$ cat config.mk
export PLATFORM = sky130hd
export DESIGN_NAME = io_sw_conditioner
export DESIGN_NICKNAME = d
export VERILOG_FILES = /design/src/rtl/io_sw_conditioner.sv
export SDC_FILE = /design/constraint.sdc
export NUM_CORES = 1
export LEC_CHECK = 0
export ABC_AREA = 1
export CAP_MARGIN = 10
export CORE_MARGIN = 1.5
export CORE_UTILIZATION = 47
export CTS_BUF_LIST = sky130_fd_sc_hd__clkbuf_16
export DETAILED_ROUTE_END_ITERATION = 8
export GPL_TIMING_DRIVEN = 1
export PLACE_DENSITY = 0.81
export SYNTH_ARGS = -nofsm -noshare
export SYNTH_HDL_FRONTEND = slang
export SYNTH_SLANG_ARGS = --single-unit
$ cat constraint.sdc
create_clock -name i_clk -period 1.2 [get_ports i_clk]
set_input_delay 0.36 -clock i_clk [delete_from_list [all_inputs] [get_ports i_clk]]
set_output_delay 0.36 -clock i_clk [all_outputs]
set_load 0.05 [all_outputs]
$ cat src/rtl/io_sw_conditioner.sv
// Switch-bank input conditioner: synchronise, per-bit debounce, edge pulses and sticky pending flags.
// Bits are independent; the only shared state is the prescaler tick.
module io_sw_conditioner #(
  parameter int unsigned WIDTH          = 32,
  parameter int unsigned SYNC_STAGES    = 2,
  parameter int unsigned TICK_DIV       = 1,
  parameter int unsigned DEBOUNCE_TICKS = 4
) (
  input  logic             i_clk,
  input  logic             i_reset,
  input  logic [WIDTH-1:0] i_sw_raw,
  input  logic [WIDTH-1:0] i_evt_clr,
  output logic [WIDTH-1:0] o_sw_stable,
  output logic [WIDTH-1:0] o_sw_rise,
  output logic [WIDTH-1:0] o_sw_fall,
  output logic [WIDTH-1:0] o_evt_pending,
  output logic             o_evt_any
);

  localparam int unsigned CW      = $clog2(DEBOUNCE_TICKS) + 1;
  localparam logic [CW-1:0] CNT_MAX = CW'(DEBOUNCE_TICKS - 1);

  logic [WIDTH-1:0] sync_r [SYNC_STAGES];
  logic [WIDTH-1:0] sync_q;
  logic             tick;
  logic [CW-1:0]    cnt_r   [WIDTH];
  logic [CW-1:0]    cnt_nxt [WIDTH];
  logic [WIDTH-1:0] toggle_c;

  // Synchroniser chain; only the last stage feeds the debouncer.
  always_ff @(posedge i_clk or negedge i_reset) begin
    if (!i_reset) begin
      for (int unsigned s = 0; s < SYNC_STAGES; s++) sync_r[s] <= '0;
    end else begin
      sync_r[0] <= i_sw_raw;
      for (int unsigned s = 1; s < SYNC_STAGES; s++) sync_r[s] <= sync_r[s-1];
    end
  end

  assign sync_q = sync_r[SYNC_STAGES-1];

  // Free-running prescaler; tick is asserted while the count sits at its top value.
  generate
    if (TICK_DIV == 1) begin : g_tick_always
      assign tick = 1'b1;
    end else begin : g_tick_div
      localparam int unsigned DW = $clog2(TICK_DIV);
      localparam logic [DW-1:0] DIV_MAX = DW'(TICK_DIV - 1);
      logic [DW-1:0] div_r;

      always_ff @(posedge i_clk or negedge i_reset) begin
        if (!i_reset) begin
          div_r <= '0;
        end else if (div_r == DIV_MAX) begin
          div_r <= '0;
        end else begin
          div_r <= div_r + DW'(1);
        end
      end

      assign tick = (div_r == DIV_MAX);
    end
  endgenerate

  // Per-bit debounce counter: any agreement clears it, DEBOUNCE_TICKS disagreeing ticks flip the bit.
  always_comb begin
    toggle_c = '0;
    cnt_nxt  = cnt_r;
    for (int unsigned i = 0; i < WIDTH; i++) begin
      if (sync_q[i] == o_sw_stable[i]) begin
        cnt_nxt[i] = '0;
      end else if (tick) begin
        if (cnt_r[i] == CNT_MAX) begin
          toggle_c[i] = 1'b1;
          cnt_nxt[i]  = '0;
        end else begin
          cnt_nxt[i] = cnt_r[i] + CW'(1);
        end
      end
    end
  end

  // Outputs; pending is set from the registered pulses so a same-cycle clear never drops an event.
  always_ff @(posedge i_clk or negedge i_reset) begin
    if (!i_reset) begin
      for (int unsigned i = 0; i < WIDTH; i++) cnt_r[i] <= '0;
      o_sw_stable   <= '0;
      o_sw_rise     <= '0;
      o_sw_fall     <= '0;
      o_evt_pending <= '0;
      o_evt_any     <= 1'b0;
    end else begin
      cnt_r         <= cnt_nxt;
      o_sw_stable   <= o_sw_stable ^ toggle_c;
      o_sw_rise     <= toggle_c & ~o_sw_stable;
      o_sw_fall     <= toggle_c & o_sw_stable;
      o_evt_pending <= (o_evt_pending & ~i_evt_clr) | o_sw_rise | o_sw_fall;
      o_evt_any     <= |o_evt_pending;
    end
  end

endmodule

==> results_dict.tcl <==
set metrics [dict create \
    grt_usage_pct 20.03 \
    pwr-share-seq_pct 37.9 \
    drc_errors 0 \
    yosys-mux-area-fraction_pct 0 \
    portBuffers 194 \
    vias 6955 \
    ant_nets 0 \
    design_area_mm2 0.01552 \
    hold_end "sync_r[50]" \
    max_freq_ghz 0.6442 \
    drv_cap 0 \
    arrival_ns 1.19 \
    r2r_cells 6 \
    die_w_um 150.8 \
    worstSetupStartpointType "flip-flop" \
    place_ws_ns 0.04137 \
    violations "setup timing" \
    hold_start "i_sw_raw[18]" \
    slew_violations 0 \
    finalWorstSetupSlack_ns -0.3523 \
    placed_cell_area_mm2 0.01414 \
    cts_inserted_buffers 29 \
    via_per_inst 4.751 \
    grt_pass1_vias 7343 \
    wl_per_cell_um 14.81 \
    synth_compound_area_share_pct 3.122 \
    area_growth_pct 51.24 \
    r2r_end "o_evt_any" \
    critPathRequiredTime_ns 0.84 \
    relSlewSlack_pct 73.79 \
    multi_input_area_mm2 0.002689 \
    yosys_register_bits 289 \
    min_period_over_period_pct 129.4 \
    swShare_pct 34.75 \
    fin_setup_tns_ns -34.55 \
    path_clk_slew_ns 0.06 \
    yosysWarnings 0 \
    row_count 53 \
    crit_fanout 2 \
    initial_core_util_pct 48.35 \
    clk_path_buf_depth 3 \
    critPathKind "flip-flop to output pin" \
    whs_ns 0.2575 \
    hold_viol 0 \
    r2r_slack_ns 0 \
    die_h_um 150.8 \
    leakage_nw 7.326 \
    grt_setup_unrepaired "yes" \
    min_path_cells 1 \
    antenna_cells 0 \
    numPlacedInstances 1361 \
    reg2reg_from "o_evt_pending[31]" \
    syn_nets 961 \
    power.switching_mw 12.16 \
    finalNonFillerCells 1464 \
    pwr-share-clk_pct 23.6 \
    ctsRootBufferMaster "clkbuf_16" \
    synth_xor_area_share_pct 2.731 \
    max-vdd-ir-drop_mv 1.261 \
    syn_inst 863 \
    dieArea_mm2 0.02273 \
    drive_gt1_share_pct 27.17 \
    wirelength_um 21680 \
    status "finished, violations left" \
    cts_sinks 289 \
    grt-ovfl-total 0 \
    place_hpwl_um 14890 \
    totalPowerFinal_mw 35.00 \
    fin_crit_ns 1.552 \
    comb_power_share_pct 38.5 \
    setup_viol 130 \
    layout.area.seq_mm2 0.007273 \
    synthAdderAreaFrac_pct 3.902 \
    synth_top_family_by_area "simple AND/OR/NAND/NOR gates" \
    core_area_mm2 0.02122 \
    final_common_cell "dfrtp_1" \
    avgSynthCellArea_um2 11.89 \
    utilization_pct 73.13 \
    fillerInstances 1319 \
    worst_pin_slew_ns 0.3904 \
    gp_congestion 0.7509 \
    yosys.area_share.simple_pct 16.03 \
    synth.yosys.seq_area_share_pct 70.48 \
    cts_max_level 1 \
    p_per_area_mw_per_mm2 2255 \
    cts_tree "built" \
    antenna_found_initial 0 \
    end_kind "output pin" \
    num_io_pins 195 \
    grt_pass1_wl_um 35910 \
    drt_iter0_markers 254 \
    final_cell_mix "dfrtp_1, nand2_1, buf_12, inv_1, nor2_1" \
    hp-class "primary input to flip-flop" \
    nNetsFinal 1270 \
    netlist_area_mm2 0.01026 \
    clk_latency_ns 0.53 \
    netlist-cell-type-count 10 \
    clock_skew_ns 0.01377 \
    drt_pre_antenna_iters 4 \
    grt_max_degree 48 \
    power.internal_mw 22.84 \
]
[layer usage]
metal | global-route usage (%) | wire length (um)
met2 | 35.16 | 11280
met3 | 4.636 | 1267
met1 | 25.28 | 8744
met5 | 0 | 0
met4 | 4.417 | 384
[critical path: stages, from the launching register on]
cell,delay [ns]
dfrtp_1,0.40
buf_6,0.13
buf_12,0.14
[worst max-delay path by stage]
stage | depth (start not counted) | startpoint | slack, ns | to
floorplan | 6 | o_evt_pending[24] | 0.09 | o_evt_any
detailed placement | 6 | o_evt_pending[6] | 0.04 | o_evt_any
global placement | 3 | i_evt_clr[2] | 0.07 | o_evt_pending[2]
finish | 2 | o_evt_pending[4] | -0.35 | o_evt_pending[4]
CTS | 2 | o_evt_pending[4] | -0.37 | o_evt_pending[4]
global route | 2 | o_evt_pending[4] | -0.39 | o_evt_pending[4]
[cells by family after synthesis]
kind of cell,after synthesis
fa+ha+maj,32
xor+xnor,32
flops,289
compound gates,64
simple gates,344
buf+inv,102
[Yosys cell counts]
cell	n	area share (%)
nor3b_2	31	3.8
nand4_1	1	0.061
nor3_1	64	3.1
dfrtp_1	289	70
nor2_1	110	4.0
inv_1	102	3.7
ha_1	32	3.9
xnor2_1	32	2.7
nand2_1	138	5.0
o21ai_0	64	3.1
[what timing repair did]
item / 4_1_cts / 5_1_grt
buffers inserted: 52 / 16
pin swaps: 2 / 1
endpoints found under the setup margin: 129 / 133
gates resized for setup: 40 / 8
endpoints found under the hold margin: 26 / 0
hold buffers: 1 / 0
[layout make-up]
| class | instances | area share, % |
|---|---|---|
| Tap cell | 275 | 2.217 |
| Multi-Input combinational cell | 472 | 17.33 |
| Inverter | 102 | 2.467 |
| Sequential cell | 289 | 46.87 |
| Clock buffer | 29 | 4.676 |
| Timing Repair Buffer | 278 | 25.55 |
| Clock inverter | 19 | 0.8949 |
[power groups by stage]
stage               Combinational, mW  Clock, mW  Sequential, mW
floorplan                        3.60          0            16.0
global placement                 11.7          0            13.5
detailed placement               12.1          0            13.6
CTS                              13.4       8.49            13.3
global route                     14.6       8.92            13.4
finish                           13.5       8.28            13.3
Power figures use the tool's default switching activity.
